===== config.mk =====
export PLATFORM = sky130hd
export DESIGN_NAME = pc_fetch_sequencer
export DESIGN_NICKNAME = d
export VERILOG_FILES = /design/src/rtl/pc_fetch_sequencer.sv
export SDC_FILE = /design/constraint.sdc
export NUM_CORES = 1
export LEC_CHECK = 0
export CAP_MARGIN = 20
export CORE_ASPECT_RATIO = 1.2
export CORE_MARGIN = 2
export CORE_UTILIZATION = 25
export CTS_CLUSTER_DIAMETER = 40
export CTS_CLUSTER_SIZE = 10
export DETAILED_ROUTE_END_ITERATION = 10
export MAX_ROUTING_LAYER = met4
export SYNTH_ARGS = -nofsm -noshare
export SYNTH_HDL_FRONTEND = slang
export SYNTH_SLANG_ARGS = --single-unit
export TNS_END_PERCENT = 1

===== constraint.sdc =====
create_clock -name clk -period 1.65 [get_ports clk]
set_input_delay 0.33 -clock clk [delete_from_list [all_inputs] [get_ports clk]]
set_output_delay 0.33 -clock clk [all_outputs]
set_load 0.05 [all_outputs]

===== src/rtl/pc_fetch_sequencer.sv =====
// ---------------------------------------------------------------------------
// pc_fetch_sequencer
//
// Instruction-fetch controller placed directly upstream of the 16-bit PC
// register. It drives the register's D/enable, reads back its Q, issues
// instruction reads at the current PC, captures the returned word into ir and
// offers it to decode over a valid/ready handshake. Execute may redirect the
// PC (branch/JMP/TRAP). A fetch that waits too long for memory parks the
// block in a sticky FAULT state.
//
// All state changes happen on the FALLING edge of clk, the same edge on which
// the external PC register samples pc_d/pc_ld.
//
// Ports
//   clk             system clock (state updates on negedge)
//   reset           asynchronous, active-low reset
//   pc_q      [15:0] current PC from the PC register's Q
//   pc_d      [15:0] next PC to the PC register's D (combinational)
//   pc_ld           PC register enable (combinational, 0 while in reset)
//   redirect_valid  execute requests a PC redirect this cycle
//   redirect_addr [15:0] redirect target
//   mem_req         instruction read request (registered)
//   mem_addr  [15:0] read address, always pc_q
//   mem_ready       memory returns data this cycle
//   mem_rdata [15:0] returned instruction word
//   ir        [15:0] captured instruction (registered)
//   ir_valid        ir holds an instruction for decode (registered)
//   ir_ready        decode accepts ir
//   halt            level request to stop fetching, sampled on the HOLD handshake
//   fault           sticky fetch-timeout flag (registered)
// ---------------------------------------------------------------------------
module pc_fetch_sequencer #(
   parameter logic [15:0] RESET_VECTOR = 16'h3000,
   parameter int unsigned MAX_WAIT     = 8   // legal range 2..255
) (
   input  logic        clk,
   input  logic        reset,
   input  logic [15:0] pc_q,
   output logic [15:0] pc_d,
   output logic        pc_ld,
   input  logic        redirect_valid,
   input  logic [15:0] redirect_addr,
   output logic        mem_req,
   output logic [15:0] mem_addr,
   input  logic        mem_ready,
   input  logic [15:0] mem_rdata,
   output logic [15:0] ir,
   output logic        ir_valid,
   input  logic        ir_ready,
   input  logic        halt,
   output logic        fault
);

   typedef enum logic [2:0] {
      S_BOOT,
      S_REQ,
      S_FETCH,
      S_HOLD,
      S_HALTED,
      S_FAULT
   } state_e;

   // Counter value seen on the last FETCH cycle allowed to go without ready.
   localparam logic [7:0] LAST_WAIT = 8'(MAX_WAIT - 1);

   state_e      state_q, state_d;
   logic        mem_req_q, mem_req_d;
   logic [15:0] ir_q, ir_d;
   logic        ir_valid_q, ir_valid_d;
   logic        fault_q, fault_d;
   logic [7:0]  wait_cnt_q, wait_cnt_d;
   logic        pc_ld_raw;
   logic        redirect_live;

   // Redirects only act while a fetch is in progress or being offered.
   assign redirect_live = redirect_valid &&
                          (state_q inside {S_REQ, S_FETCH, S_HOLD});

   always_comb begin
      // NOTE: every signal written here gets a default first so no path
      // through the case statement can leave it unassigned (no latches).
      state_d    = state_q;
      mem_req_d  = mem_req_q;
      ir_d       = ir_q;
      ir_valid_d = ir_valid_q;
      fault_d    = fault_q;
      wait_cnt_d = wait_cnt_q;
      pc_d       = pc_q;
      pc_ld_raw  = 1'b0;

      if (redirect_live) begin
         // Redirect beats everything, including same-cycle fetch data, which
         // is dropped so ir keeps its previous contents.
         pc_d       = redirect_addr;
         pc_ld_raw  = 1'b1;
         mem_req_d  = 1'b0;
         ir_valid_d = 1'b0;
         state_d    = S_REQ;
      end else begin
         case (state_q)
            S_BOOT: begin
               pc_d      = RESET_VECTOR;
               pc_ld_raw = 1'b1;
               state_d   = S_REQ;
            end
            S_REQ: begin
               // One-cycle bubble: lets the freshly loaded PC settle on
               // mem_addr before the request goes out.
               mem_req_d  = 1'b1;
               wait_cnt_d = 8'd0;
               state_d    = S_FETCH;
            end
            S_FETCH: begin
               if (mem_ready) begin
                  ir_d       = mem_rdata;
                  ir_valid_d = 1'b1;
                  mem_req_d  = 1'b0;
                  pc_d       = pc_q + 16'd1;   // wraps FFFF -> 0000
                  pc_ld_raw  = 1'b1;
                  state_d    = S_HOLD;
               end else if (wait_cnt_q == LAST_WAIT) begin
                  fault_d   = 1'b1;
                  mem_req_d = 1'b0;
                  state_d   = S_FAULT;
               end else begin
                  wait_cnt_d = wait_cnt_q + 8'd1;
               end
            end
            S_HOLD: begin
               if (ir_ready) begin
                  ir_valid_d = 1'b0;
                  state_d    = halt ? S_HALTED : S_REQ;
               end
            end
            S_HALTED: begin
               mem_req_d  = 1'b0;
               ir_valid_d = 1'b0;
            end
            S_FAULT: begin
               mem_req_d  = 1'b0;
               ir_valid_d = 1'b0;
               fault_d    = 1'b1;
            end
            default: state_d = S_BOOT;
         endcase
      end
   end

   always_ff @(negedge clk or negedge reset) begin
      if (!reset) begin
         state_q    <= S_BOOT;
         mem_req_q  <= 1'b0;
         // NOTE: ir is a datapath register but is cleared on reset anyway so
         // decode never sees stale contents from before the reset.
         ir_q       <= 16'h0000;
         ir_valid_q <= 1'b0;
         fault_q    <= 1'b0;
         wait_cnt_q <= 8'd0;
      end else begin
         // NOTE: sequential state uses non-blocking assignments so every
         // register samples the pre-edge value of its neighbours.
         state_q    <= state_d;
         mem_req_q  <= mem_req_d;
         ir_q       <= ir_d;
         ir_valid_q <= ir_valid_d;
         fault_q    <= fault_d;
         wait_cnt_q <= wait_cnt_d;
      end
   end

   // While reset is held the state register sits in BOOT, so pc_d already
   // shows RESET_VECTOR; only the enable has to be suppressed.
   assign pc_ld    = pc_ld_raw & reset;
   assign mem_req  = mem_req_q;
   assign mem_addr = pc_q;
   assign ir       = ir_q;
   assign ir_valid = ir_valid_q;
   assign fault    = fault_q;

endmodule


## Word-level counts from Yosys, hierarchy flattened

Cells that the tools add are included.

| storage, ports and cells | value |
|---|---|
| bits in registers | 30 |
| input port bits | 54 |
| output and inout bits | 52 |
| logic and storage cells | 63 |

| operators by class | value |
|---|---|
| add/sub/neg operators | 2 |
| equal/unequal tests | 13 |
| mux-type cells | 26 |
| bitwise operators | 2 |
| reduce and logical (&&, ||, !) cells | 14 |

Operators by type and width:

| operator | count |
|---|---|
| 16-bit 2-to-1 mux | 2 |
| 16-bit one-hot mux with 2 select lines | 1 |
| 16-bit by 1-bit adder with 16-bit output, second input constant | 1 |
| 8-bit 2-to-1 mux | 2 |
| 8-bit one-hot mux with 2 select lines | 1 |
| 3-bit 2-to-1 mux | 5 |
| 3-bit one-hot mux with 5 select lines | 1 |
| 1-bit 2-to-1 mux | 10 |
| 3-bit AND reduction | 3 |
| 8-bit by 1-bit adder with 8-bit output, second input constant | 1 |
| 8-bit by 3-bit == test with 1-bit output, second input constant | 1 |
| 4-bit AND reduction | 2 |
| 4-bit nonzero test | 2 |
| 3-bit by 2-bit == test with 1-bit output, second input constant | 2 |
| 3-bit == test, second input constant | 2 |
| 3-bit inequality test, second input constant | 2 |
| 1-bit one-hot mux with 3 select lines | 2 |
| 2-bit by 1-bit inequality test with 1-bit output, second input constant | 2 |
| 2-bit inequality test, second input constant | 2 |
| 4-bit by 3-bit inequality test with 1-bit output, second input constant | 1 |
| 1-bit one-hot mux with 2 select lines | 2 |
| 2-bit nonzero test | 2 |
| 3-bit by 1-bit == test with 1-bit output, second input constant | 1 |
| 3-bit logical NOT | 1 |
| other kinds (6) | 6 |

## Longest topological paths before layout

| depth | value |
|---|---|
| word-level depth | 5 |
| mapped depth | 6 |
| depth with buffers taken out | 5 |

==> results.md <==
- Critical Path Sink Type: primary output
- Final Hold Vio Count: 0
- Int Pwr: 0.00367 W
- Final Setup Violations: 66
- Number of flops mapped to enable cells by yosys: 0
- Root Buffer: clkbuf_8
- Max Cap Viol: 0
- Mapped Area: between 0.002 and 0.0025 mm2
- Logic pwr share: 0.718
- Sequential share of power: 0.188
- # IOs: roughly 110
- Rows: 37
- Global route overflow: 0
- Inserted Diodes: 0
- Fin. max-slew vios: 0
- # placed instances: about 510
- Pwr Total: 0.00659 W
- Number of global-route vias before repair: between 2000 and 2500
- P_leak: between 2 and 2.5 nW
- Routability cong.: ~0.84
- Num CTS Buffers: 5
- Post-synthesis mux area share: 0.0964
- Max FO, Critical Path: 5
- RSZ-0062 raised after global routing: yes
- Syn Nets: 295
- Post-route DRC: 0
- Largest family of logic cells by synthesized area: simple AND/OR/NAND/NOR gates
- Asr flop ratio synth: 1.00
- Gr usage total: 0.156
- DRT iter0 DRCs: between 50 and 60
- CP arrival: 2.79 ns
- Mapped Cells: roughly 240
- Nets: 459
- Number of cells on the worst reg-to-reg path: 6
- Hold-fix buffers at CTS: 0
- CP startpoint kind: register
- Post-synth cell types: 55
- Synth Area per Inst: 9.28 um2
- CTS Sinks: 30
- Port bufs: 105
- Via count: 2449
- Post-route setup TNS: -40.83 ns
- Proportion of layout cells with a drive suffix above 1: 0.490
- M3 GR Usage: 0.0288
- Post-place setup slack: -1.13 ns
- WS Path Type: reg -> out
- Initial core utilization: 0.258
- Die area: 0.00965 mm2
- Clk_skew: between 0.005 and 0.006 ns
- Slew @ Worst Pin: 0.401 ns
- TritonCTS clock tree: built
- Xor/xnor share of the synthesized area: 0.0434
- Pwr Density: 1410 mW/mm2
- Area Overhead vs Synth: 110%
- Die X: 90.0 um
- Simple-gate share of the synthesized area: 0.275
- Ys Warns: 0
- Synth Area in Adders: 0.0113
- Clk pwr share: 0.095
- Drt via density: roughly 4.7
- Outcome: finished with violations
- CP Capture Point: pc_d[10]
- Met1 GRT Util: 0.169
- Reg clk slew, reported paths: 0.05 ns
- Failing checks: setup timing
- Busiest layer in global routing: met2
- WL/cell: 13.9 um
- Sw Share: 0.443
- Core area: 0.00861 mm2
- Compound-Gate Fraction of Synth Area: 0.142
- Pre-antenna DRT Iters: 4
- Met2 usage: 0.293
- Min-Delay Path Class: reg -> reg
- Worst VDD drop: 0.950 mV
- H-tree depth: 2
- Crit path required time: about 1.3 ns
- Antenna violations before repair: 0
- Setup crit start: state_q[0]
- Worst r2r src: wait_cnt_q[1]
- Die Ht: 107 um
- Max clock buf depth: 2
- DRT Wirelength: 7270 um
- Clk_lat worst skew: roughly 0.29 ns
- RR Endpoint: wait_cnt_q[0]
- Largest net degree at the start of global routing: 18
- Register bit total from synthesis: 30
- Final worst slack: -1.47 ns
- First-pass GRT wire length: 11900 um
- Number of fill cells: 781
- Max-slew headroom: 0.729
- R2r setup slk: -0.27 ns
- Fin cells: roughly 520
- Register area share after synthesis: 0.338
- Most used DFF post-synth: dfrtn_1
- Routed Antenna Nets: 0
- Switching pwr: 0.00292 W
- Dpl hpwl: 5890 um
## power by group through the flow
stage / combinational [W] / sequential [W] / clock, W
after floorplan: 0.00167 / 0.00177 / 0
after global placement: 0.00442 / 0.00124 / 0
after detailed placement: 0.00446 / 0.00125 / 0
after CTS: 0.00459 / 0.00124 / 0.000641
after global routing: 0.00496 / 0.00127 / 0.000673
final: 0.00473 / 0.00124 / 0.000624
## worst max-delay path, cell delays in order, from the launching register on
cell and delay, ns:
dfrtn_1 0.49, buf_6 0.14, nor2_4 0.04, o21a_1 0.24, or4_1 0.51, nand3_2 0.12
buf_12 0.14
## registers in the layout, indices dropped and copies added (netlist names)
name / cells
wait_cnt_q: 8
ir: 16
ir_valid: 1
state_q: 3
fault: 1
mem_req: 1
## cell usage after synthesis (2+ instances only)
cell        n  share of area
nor2_1     13          0.022
ha_1        2          0.011
buf_4      17          0.058
and3_1      5          0.014
buf_2       7          0.016
nand4bb_1   3          0.015
a221o_1     3          0.014
a22oi_1     3          0.010
inv_1       7          0.012
xor2_1      9          0.036
a32oi_1     2         0.0079
nand2b_1    4          0.011
xnor2_1     2         0.0079
clkbuf_1    2         0.0034
nand2_1    18          0.030
a21oi_1     7          0.016
nor2b_1     5          0.014
nor3_1      3         0.0068
mux2_2     19          0.096
nand4_1     7          0.020
o2111ai_1   3          0.012
or4_1       2         0.0068
o21ai_0    14          0.032
a31oi_1     2         0.0056
nor3b_2     3          0.017
dfrtn_1    30           0.34
nor4_1      2         0.0056
nor4b_1     2         0.0079
o211ai_1    5          0.017
nand3_1    11          0.025
or2_1       2         0.0056
nand4b_1    2         0.0079
## metrics by stage
step	util	hold WS (ns)	area, um2
final	0.541	0.511	4660
after global routing	0.541	0.538	4660
after CTS	0.529	0.515	4560
after detailed placement	0.508	0.503	4380
after global placement	0.508	0.501	4380
after floorplan	-	0.459	2310
## timing repair
action                                  CTS  global route
setup buffers                             1             6
pin swaps                                 9             8
endpoints found under the setup margin   66            66
resized for setup                        26            16
## how the worst min path moves through the flow
| stage | from | end | slack [ns] | cells past startpoint |
|---|---|---|---|---|
| 6_report | fault | fault | 0.51 | 1 |
| 5_1_grt | ir[6] | ir[6] | 0.54 | 1 |
| 4_1_cts | fault | fault | 0.52 | 1 |
| 3_5_place_dp | fault | fault | 0.50 | 1 |
| 3_3_place_gp | wait_cnt_q[7] | wait_cnt_q[7] | 0.50 | 2 |
| 2_1_floorplan | wait_cnt_q[1] | wait_cnt_q[1] | 0.46 | 1 |
## cells in the final DEF, fill, tap and decap left out, types with 5 or more instances in the layout
cell type,synthesis,final
a21oi_1,7,7
and3_1,5,5
buf_12,0,52
buf_4,17,69
buf_6,1,10
clkbuf_8,0,6
clkdlybuf4s50_1,0,50
dfrtn_1,30,30
inv_1,7,7
mux2_2,19,19
nand2_1,18,18
nand3_1,11,7
nand3_2,1,5
nand4_1,7,7
nor2_1,13,11
o211ai_1,5,5
o21ai_2,0,9
xor2_1,9,9
## area by class of cell
cell class                 count  area [um2]  area share
inverter                       7        26.3     0.00564
tap                          117         146      0.0314
clock buffer                   6        82.6      0.0177
timing repair buffer         184        2200       0.472
sequential                    30         751       0.161
clock inverter                 2        12.5     0.00269
multi-input combinational    175        1440       0.309
## routing by layer
| metal | routed length [um] | share of wire |
|---|---|---|
| met2 | 4040 | 0.56 |
| met5 | 0 | 0 |
| met4 | 99 | 0.014 |
| met3 | 358 | 0.049 |
| met1 | 2770 | 0.38 |
## logic make-up after synthesis
family | count (synthesis)
AO/OA/AOI/OAI | 47
flip-flops | 30
multiplexers | 19
XOR/XNOR | 11
adder cells (fa/ha/maj) | 2
AND/OR/NAND/NOR | 96
buffers and inverters | 34
Note: power is estimated with default switching activity, not from simulation.
